## src/rtl/cpu_pkg.sv

```systemverilog
// -----------------------------------------------------------------------------
// cpu_pkg
// Shared definitions for the multi-cycle MIPS main controller:
//   - state_t        : controller state encoding
//   - OP_*           : instruction[31:26] opcodes understood by the controller
//   - ALUOP_*        : 2-bit alu_op codes consumed by the ALU control decoder
//   - ALUSRCB_*      : alu_src_b mux selects
//   - PCSRC_*        : pc_source mux selects
//   - ctrl_t         : bundle of every controller output, used for defaults
//   - is_wait_state  : true in states that wait on mem_ready
// -----------------------------------------------------------------------------
package cpu_pkg;

    typedef enum logic [3:0] {
        S_FETCH    = 4'd0,
        S_DECODE   = 4'd1,
        S_MEM_ADDR = 4'd2,
        S_MEM_RD   = 4'd3,
        S_MEM_WB   = 4'd4,
        S_MEM_WR   = 4'd5,
        S_EXECUTE  = 4'd6,
        S_ALU_WB   = 4'd7,
        S_BRANCH   = 4'd8,
        S_JUMP     = 4'd9,
        S_ADDI_EX  = 4'd10,
        S_ORI_EX   = 4'd11,
        S_IMM_WB   = 4'd12
    } state_t;

    localparam logic [5:0] OP_RTYPE = 6'b000000;
    localparam logic [5:0] OP_LW    = 6'b100011;
    localparam logic [5:0] OP_SW    = 6'b101011;
    localparam logic [5:0] OP_BEQ   = 6'b000100;
    localparam logic [5:0] OP_J     = 6'b000010;
    localparam logic [5:0] OP_ADDI  = 6'b001000;
    localparam logic [5:0] OP_ORI   = 6'b001101;

    localparam logic [1:0] ALUOP_RTYPE = 2'b00;
    localparam logic [1:0] ALUOP_SUB   = 2'b01;
    localparam logic [1:0] ALUOP_ORI   = 2'b10;
    localparam logic [1:0] ALUOP_ADD   = 2'b11;

    localparam logic [1:0] ALUSRCB_B       = 2'b00;
    localparam logic [1:0] ALUSRCB_FOUR    = 2'b01;
    localparam logic [1:0] ALUSRCB_IMM     = 2'b10;
    localparam logic [1:0] ALUSRCB_IMM_SH2 = 2'b11;

    localparam logic [1:0] PCSRC_ALU    = 2'b00;
    localparam logic [1:0] PCSRC_ALUOUT = 2'b01;
    localparam logic [1:0] PCSRC_JUMP   = 2'b10;

    typedef struct packed {
        logic       pc_write;
        logic       pc_write_cond;
        logic       i_or_d;
        logic       mem_read;
        logic       mem_write;
        logic       ir_write;
        logic       mem_to_reg;
        logic       reg_dst;
        logic       reg_write;
        logic       alu_src_a;
        logic [1:0] alu_src_b;
        logic [1:0] alu_op;
        logic [1:0] pc_source;
        logic       illegal_op;
        logic       mem_timeout;
    } ctrl_t;

    localparam int    CTRL_W    = 18;
    localparam ctrl_t CTRL_IDLE = ctrl_t'({CTRL_W{1'b0}});

    function automatic logic is_wait_state(input state_t s);
        return (s == S_FETCH) || (s == S_MEM_RD) || (s == S_MEM_WR);
    endfunction

endpackage

```

## src/rtl/mc_control_fsm_mem_wait_timer.sv

```systemverilog
// -----------------------------------------------------------------------------
// mem_wait_timer
// Counts cycles spent waiting on memory. expired_o is high once the count has
// reached WAIT_LIMIT-1; the count then holds until cleared.
//   clk       in  system clock
//   rst_n     in  asynchronous active-low reset
//   clr_i     in  clear count to zero (has priority over en_i)
//   en_i      in  count one more wait cycle
//   expired_o out count == WAIT_LIMIT-1
// -----------------------------------------------------------------------------
module mem_wait_timer #(
    parameter int WAIT_LIMIT = 8
) (
    input  logic clk,
    input  logic rst_n,
    input  logic clr_i,
    input  logic en_i,
    output logic expired_o
);

    localparam int CW = (WAIT_LIMIT > 2) ? $clog2(WAIT_LIMIT) : 1;
    localparam logic [CW-1:0] LAST = CW'(WAIT_LIMIT - 1);

    logic [CW-1:0] count_q;
    logic [CW-1:0] count_d;

    assign expired_o = (count_q == LAST);

    // Next count: clear wins, otherwise increment and saturate at LAST.
    always_comb begin
        count_d = count_q;
        if (clr_i) begin
            count_d = {CW{1'b0}};
        end else if (en_i && !expired_o) begin
            count_d = count_q + CW'(1);
        end else begin
            count_d = count_q;
        end
    end

    // Wait count register.
    always_ff @(posedge clk or negedge rst_n) begin
        if (!rst_n) begin
            count_q <= {CW{1'b0}};
        end else begin
            count_q <= count_d;
        end
    end

endmodule

```

## src/rtl/mc_control_fsm.sv

```systemverilog
// -----------------------------------------------------------------------------
// mc_control_fsm
// Multi-cycle MIPS main controller. Sequences fetch/decode/execute/memory/
// writeback and drives all datapath enables and mux selects.
//   clk, rst_n        clock, asynchronous active-low reset
//   opcode            instruction[31:26] from the instruction register
//   zero              ALU zero flag (consumed by the PC write logic via
//                     pc_write_cond; not used for sequencing)
//   mem_ready         memory completed the current access this cycle
//   pc_write .. pc_source  datapath enables and mux selects
//   illegal_op        one-cycle pulse on an unsupported opcode (in DECODE)
//   mem_timeout       one-cycle pulse when a memory wait expires
//   instr_count       retired-instruction counter, wraps
// All control outputs are forced low while rst_n is low.
// -----------------------------------------------------------------------------
module mc_control_fsm
    import cpu_pkg::*;
#(
    parameter int WAIT_LIMIT = 8,
    parameter int CNT_W      = 32
) (
    input  logic             clk,
    input  logic             rst_n,
    input  logic [5:0]       opcode,
    input  logic             zero,
    input  logic             mem_ready,
    output logic             pc_write,
    output logic             pc_write_cond,
    output logic             i_or_d,
    output logic             mem_read,
    output logic             mem_write,
    output logic             ir_write,
    output logic             mem_to_reg,
    output logic             reg_dst,
    output logic             reg_write,
    output logic             alu_src_a,
    output logic [1:0]       alu_src_b,
    output logic [1:0]       alu_op,
    output logic [1:0]       pc_source,
    output logic             illegal_op,
    output logic             mem_timeout,
    output logic [CNT_W-1:0] instr_count
);

    state_t           state_q;
    state_t           state_d;
    ctrl_t            ctrl_s;
    ctrl_t            ctrl_out_s;
    logic             retire_s;
    logic             waiting_s;
    logic             expired_s;
    logic             timeout_s;
    logic             wait_clr_s;
    logic [CNT_W-1:0] instr_count_q;

    // zero only qualifies the PC load outside this block.
    logic unused_zero_s;
    assign unused_zero_s = zero;

    assign waiting_s  = is_wait_state(state_q) && !mem_ready;
    assign timeout_s  = waiting_s && expired_s;
    // A timeout in FETCH stays in FETCH, so it must clear the count explicitly.
    assign wait_clr_s = (state_d != state_q) || timeout_s;

    mem_wait_timer #(
        .WAIT_LIMIT (WAIT_LIMIT)
    ) u_wait_timer (
        .clk       (clk),
        .rst_n     (rst_n),
        .clr_i     (wait_clr_s),
        .en_i      (waiting_s),
        .expired_o (expired_s)
    );

    // Next-state and Moore output decode; a memory timeout overrides everything.
    always_comb begin
        state_d  = state_q;
        ctrl_s   = CTRL_IDLE;
        retire_s = 1'b0;
        case (state_q)
            S_FETCH: begin
                ctrl_s.mem_read  = 1'b1;
                ctrl_s.i_or_d    = 1'b0;
                ctrl_s.alu_src_a = 1'b0;
                ctrl_s.alu_src_b = ALUSRCB_FOUR;
                ctrl_s.alu_op    = ALUOP_ADD;
                ctrl_s.pc_source = PCSRC_ALU;
                if (mem_ready) begin
                    ctrl_s.ir_write = 1'b1;
                    ctrl_s.pc_write = 1'b1;
                    state_d         = S_DECODE;
                end else begin
                    state_d = S_FETCH;
                end
            end
            S_DECODE: begin
                // Branch target is computed speculatively into ALU out.
                ctrl_s.alu_src_a = 1'b0;
                ctrl_s.alu_src_b = ALUSRCB_IMM_SH2;
                ctrl_s.alu_op    = ALUOP_ADD;
                case (opcode)
                    OP_LW, OP_SW: state_d = S_MEM_ADDR;
                    OP_RTYPE:     state_d = S_EXECUTE;
                    OP_BEQ:       state_d = S_BRANCH;
                    OP_J:         state_d = S_JUMP;
                    OP_ADDI:      state_d = S_ADDI_EX;
                    OP_ORI:       state_d = S_ORI_EX;
                    default: begin
                        ctrl_s.illegal_op = 1'b1;
                        state_d           = S_FETCH;
                    end
                endcase
            end
            S_MEM_ADDR: begin
                ctrl_s.alu_src_a = 1'b1;
                ctrl_s.alu_src_b = ALUSRCB_IMM;
                ctrl_s.alu_op    = ALUOP_ADD;
                if (opcode == OP_LW) begin
                    state_d = S_MEM_RD;
                end else if (opcode == OP_SW) begin
                    state_d = S_MEM_WR;
                end else begin
                    state_d = S_FETCH;
                end
            end
            S_MEM_RD: begin
                ctrl_s.mem_read = 1'b1;
                ctrl_s.i_or_d   = 1'b1;
                if (mem_ready) begin
                    state_d = S_MEM_WB;
                end else begin
                    state_d = S_MEM_RD;
                end
            end
            S_MEM_WB: begin
                ctrl_s.reg_write  = 1'b1;
                ctrl_s.mem_to_reg = 1'b1;
                ctrl_s.reg_dst    = 1'b0;
                retire_s          = 1'b1;
                state_d           = S_FETCH;
            end
            S_MEM_WR: begin
                ctrl_s.mem_write = 1'b1;
                ctrl_s.i_or_d    = 1'b1;
                if (mem_ready) begin
                    retire_s = 1'b1;
                    state_d  = S_FETCH;
                end else begin
                    state_d = S_MEM_WR;
                end
            end
            S_EXECUTE: begin
                ctrl_s.alu_src_a = 1'b1;
                ctrl_s.alu_src_b = ALUSRCB_B;
                ctrl_s.alu_op    = ALUOP_RTYPE;
                state_d          = S_ALU_WB;
            end
            S_ALU_WB: begin
                ctrl_s.reg_write  = 1'b1;
                ctrl_s.reg_dst    = 1'b1;
                ctrl_s.mem_to_reg = 1'b0;
                retire_s          = 1'b1;
                state_d           = S_FETCH;
            end
            S_BRANCH: begin
                ctrl_s.alu_src_a     = 1'b1;
                ctrl_s.alu_src_b     = ALUSRCB_B;
                ctrl_s.alu_op        = ALUOP_SUB;
                ctrl_s.pc_write_cond = 1'b1;
                ctrl_s.pc_source     = PCSRC_ALUOUT;
                retire_s             = 1'b1;
                state_d              = S_FETCH;
            end
            S_JUMP: begin
                ctrl_s.pc_write  = 1'b1;
                ctrl_s.pc_source = PCSRC_JUMP;
                retire_s         = 1'b1;
                state_d          = S_FETCH;
            end
            S_ADDI_EX: begin
                ctrl_s.alu_src_a = 1'b1;
                ctrl_s.alu_src_b = ALUSRCB_IMM;
                ctrl_s.alu_op    = ALUOP_ADD;
                state_d          = S_IMM_WB;
            end
            S_ORI_EX: begin
                ctrl_s.alu_src_a = 1'b1;
                ctrl_s.alu_src_b = ALUSRCB_IMM;
                ctrl_s.alu_op    = ALUOP_ORI;
                state_d          = S_IMM_WB;
            end
            S_IMM_WB: begin
                ctrl_s.reg_write  = 1'b1;
                ctrl_s.reg_dst    = 1'b0;
                ctrl_s.mem_to_reg = 1'b0;
                retire_s          = 1'b1;
                state_d           = S_FETCH;
            end
            default: begin
                state_d = S_FETCH;
            end
        endcase

        // mem_ready has priority: timeout_s is only set when mem_ready is low.
        if (timeout_s) begin
            ctrl_s             = CTRL_IDLE;
            ctrl_s.mem_timeout = 1'b1;
            retire_s           = 1'b0;
            state_d            = S_FETCH;
        end else begin
            ctrl_s.mem_timeout = 1'b0;
        end
    end

    // State register.
    always_ff @(posedge clk or negedge rst_n) begin
        if (!rst_n) begin
            state_q <= S_FETCH;
        end else begin
            state_q <= state_d;
        end
    end

    // Retired-instruction counter, wraps naturally.
    always_ff @(posedge clk or negedge rst_n) begin
        if (!rst_n) begin
            instr_count_q <= {CNT_W{1'b0}};
        end else if (retire_s) begin
            instr_count_q <= instr_count_q + CNT_W'(1);
        end else begin
            instr_count_q <= instr_count_q;
        end
    end

    // Reset masks every control output so nothing fires while rst_n is low.
    assign ctrl_out_s = rst_n ? ctrl_s : CTRL_IDLE;

    assign pc_write      = ctrl_out_s.pc_write;
    assign pc_write_cond = ctrl_out_s.pc_write_cond;
    assign i_or_d        = ctrl_out_s.i_or_d;
    assign mem_read      = ctrl_out_s.mem_read;
    assign mem_write     = ctrl_out_s.mem_write;
    assign ir_write      = ctrl_out_s.ir_write;
    assign mem_to_reg    = ctrl_out_s.mem_to_reg;
    assign reg_dst       = ctrl_out_s.reg_dst;
    assign reg_write     = ctrl_out_s.reg_write;
    assign alu_src_a     = ctrl_out_s.alu_src_a;
    assign alu_src_b     = ctrl_out_s.alu_src_b;
    assign alu_op        = ctrl_out_s.alu_op;
    assign pc_source     = ctrl_out_s.pc_source;
    assign illegal_op    = ctrl_out_s.illegal_op;
    assign mem_timeout   = ctrl_out_s.mem_timeout;
    assign instr_count   = instr_count_q;

endmodule

```

## config.mk

```make
export PLATFORM = sky130hd
export DESIGN_NAME = mc_control_fsm
export DESIGN_NICKNAME = d
export VERILOG_FILES = /design/src/rtl/cpu_pkg.sv /design/src/rtl/mc_control_fsm_mem_wait_timer.sv /design/src/rtl/mc_control_fsm.sv
export SDC_FILE = /design/constraint.sdc
export NUM_CORES = 1
export LEC_CHECK = 0
export BUFFER_PORTS_ARGS = -buffer_cell sky130_fd_sc_hd__buf_2
export CAP_MARGIN = 20
export CORE_UTILIZATION = 53
export CTS_CLUSTER_SIZE = 40
export DETAILED_ROUTE_END_ITERATION = 6
export PLACE_DENSITY_LB_ADDON = 0.15
export SLEW_MARGIN = 10
export SYNTH_ARGS = -nofsm -noshare
export SYNTH_HDL_FRONTEND = slang
export SYNTH_SLANG_ARGS = --single-unit
```

## constraint.sdc

```tcl
create_clock -name clk -period 2.6 [get_ports clk]
set_input_delay 0.52 -clock clk [delete_from_list [all_inputs] [get_ports clk]]
set_output_delay 0.52 -clock clk [all_outputs]
set_load 0.01 [all_outputs]
```

==> qor.csv <==
metric,value,unit
number of H-tree levels,2,
Critical Path Start Type,flop,
dpl hpwl,3587,µm
Clock Path Buffers,2,
WL per Instance,13.77,µm
Synth area leader,dfrtp_1,
Period minus WS final,2.624,ns
failing checks,setup timing,
"Slowest-stage cell, CP",dfrtp_1,
Synth Flop Type,dfrtp_1,
Final nets,322,
CP endpoint kind,primary output,
Final Hold Vio Count,0,
die span in x,69.27,µm
most frequent cells in the layout,"buf_2 (58), dfrtp_1 (39), xnor2_1 (30), nand2_1 (20)",
Rel. slew slack,0.5116,
"EDFF count, synth",0,
crit path kind,flop to primary output,
largest net degree at the start of global routing,31,
DR iter-0 viols,93,
power density over the cells,458.4,mW/mm²
post-synthesis register bit count,39,
Critical Path AT,2.10,ns
R2R Path Start,state_q[2],
largest family of logic cells by synthesized area,simple AND/OR/NAND/NOR gates,
"Reg clk slew, reported paths",0.07,ns
Vias,2039,
Clock Skews,0.005187,ns
fillers,355,
Max stage delay on crit path,0.39,ns
Syn Area/Cell,9.556,µm²
status,"finished, violations left",
area grow syn2layout,19.77,%
RSZ-0062 raised after global routing,yes,
root buf cell,clkbuf_8,
Overflow after GRT,0,
Ys Warns,0,
Area contributors post-synth,"dfrtp_1 (41%), xnor2_1 (11%), nand3_1 (3.5%), and3_1 (3.1%), nand2_1 (3.1%)",
"Power, Total",0.001317,W
clock latency on the worst-skew pair,0.29,ns
Max-Cap Viols,0,
placed cell areas,0.002741,mm²
die footprint,0.004798,mm²
critical path data required time,2.08,ns
compound-cell area share of the yosys netlist,0.08346,
crit-path max FO,8,
CORE AREA,0.004354,mm²
ANT cells,0,
Post-Route Setup TNS,-0.04909,ns
"commonest non-fill, non-tap cell in the layout",buf_2,
Rows,24,
share of cells above drive strength 1,0.3065,
post-route ant nets,0,
mux contribution to synthesized area,0.01304,
TritonRoute pass-1 iters,4,
worst setup margin,-0.02370,ns
Mapped Cells,251,
Peak Freq,0.3811,GHz
VDD IR max,419.7,µV
Final setup viols,3,
Worst Reg-to-Reg Cells,7,
xor and xnor area share after synthesis,0.1388,
first-pass GRT wire length,8687,µm
simple-gate share of the synthesized area,0.2937,
initial antenna violation count,0,
GRT Util Overall,0.2226,
share of the synthesized area in the top cell type,0.4069,
Post-synth ARST share,1.000,
worst slew pin tran,0.7299,ns
"Seq/Total Area, Yosys",0.4069,
WL final,4985,µm
Worst Setup SP,u_wait_timer.count_q[0],
vias per cell,5.633,
Synth Cell Area,0.002399,mm²
area occupied by multi-input gates,0.001378,mm²
Final GP Congestion,0.8669,
Top-Level Pins,60,
worst hold slack,0.1782,ns
Hold WC Path Type,primary input to async pin,
Netlist cell types,56,
clock tree sinks,39,
crit share post-route,1.009,
Adder-Cell Fraction of Synth Area,0.01982,
design area,0.002873,mm²
CTS Buf Count,5,
CTS tree,done,
syn_nets,264,
vias in the first global route,1907,
fin. max-slew vios,0,
IO Port Bufs,58,
Initial Util,0.5509,
critical-path cell list,"ha_2, ha_4, nor3b_4, a22oi_2, nand2_1, or2_4, nor3_4, or2_1, buf_2",
FF+latch area,975.9,µm²
DRC,0,
Final Core Density,0.6598,
leakage power,1.421,nW
Die H,69.27,µm
path summary, 6_finish.rpt:
kind	end	slack (ns)
hold / removal	state_q[1]	0.18
max in group asynchronous	u_wait_timer.count_q[1]	2.07
min in group clk	instr_count[31]	0.47
hold reg to reg	instr_count[31]	0.47
setup / recovery	pc_write	-0.02
setup reg to reg	u_wait_timer.count_q[1]	0.38
cell usage after synthesis, types with 2 or more instances:
| cell | n |
|---|---|
| a211oi_1 | 3 |
| a21oi_1 | 3 |
| and2_1 | 2 |
| and3_1 | 12 |
| and4_1 | 4 |
| buf_2 | 7 |
| buf_4 | 2 |
| buf_6 | 2 |
| clkbuf_1 | 4 |
| dfrtp_1 | 39 |
| ha_1 | 3 |
| inv_1 | 4 |
| mux2i_1 | 2 |
| nand2_1 | 20 |
| nand2b_1 | 3 |
| nand3_1 | 17 |
| nand4_1 | 7 |
| nor2_1 | 17 |
| nor2b_1 | 5 |
| nor3_1 | 13 |
| nor3b_1 | 3 |
| nor4_1 | 3 |
| nor4b_1 | 2 |
| o21ai_0 | 3 |
| o22ai_1 | 2 |
| or2_1 | 2 |
| or2_2 | 2 |
| xnor2_1 | 30 |
| xor2_1 | 8 |
registers in the layout, summed over array words and instances, names as in the netlist:
signal / cells
state_q: 4
instr_count: 32
u_wait_timer.count_q: 3
timing repair:
action	in CTS	in global routing
cloned	0	0
hold buffers	0	0
gates resized for setup	6	4
endpoints found under the setup margin	10	12
setup buffers	1	0
pin swaps	7	6
cell type report:
type / count / share of cell area
clock buffer: 7 / 0.02657
clock inverter: 1 / 0.001742
inverter: 4 / 0.005226
multi-input combinational: 192 / 0.4795
sequential: 39 / 0.3397
tap: 52 / 0.02265
timing repair buffer: 67 / 0.1246
cells by family after synthesis:
family / after synthesis
fa+ha+maj: 4
buf+inv: 20
mux: 3
flops: 39
compound gates: 24
xor+xnor: 38
simple gates: 123
critical path: cells and delay by family, from the launching register on:
kind | cells | cell delay, ns
fa+ha+maj | 2 | 0.35
simple gates | 5 | 0.76
compound gates | 1 | 0.20
buf+inv | 1 | 0.12
flops | 1 | 0.39
metrics by stage:
| step | worst slack (ns) | cells |
|---|---|---|
| 5_1_grt | -0.1230 | 362 |
| 2_1_floorplan | 0.003135 | 251 |
| 6_report | -0.02370 | 362 |
| 4_1_cts | -0.1148 | 363 |
| 3_5_place_dp | 0.1182 | 354 |
| 3_3_place_gp | 0.1347 | 354 |
where the power goes:
part           internal [W]  switching (W)
registers          0.000640      0.0000328
logic              0.000110       0.000143
clock network      0.000188       0.000203
layer usage:
metal / vias to the layer above / global-route usage / routed length (µm)
li1: 1003 / - / -
met5: - / 0 / 0
met3: 7 / 0.04215 / 215
met1: 974 / 0.3241 / 2403
met4: 0 / 0.06122 / 54
met2: 55 / 0.3398 / 2312
(Power assumes the default switching activity.)
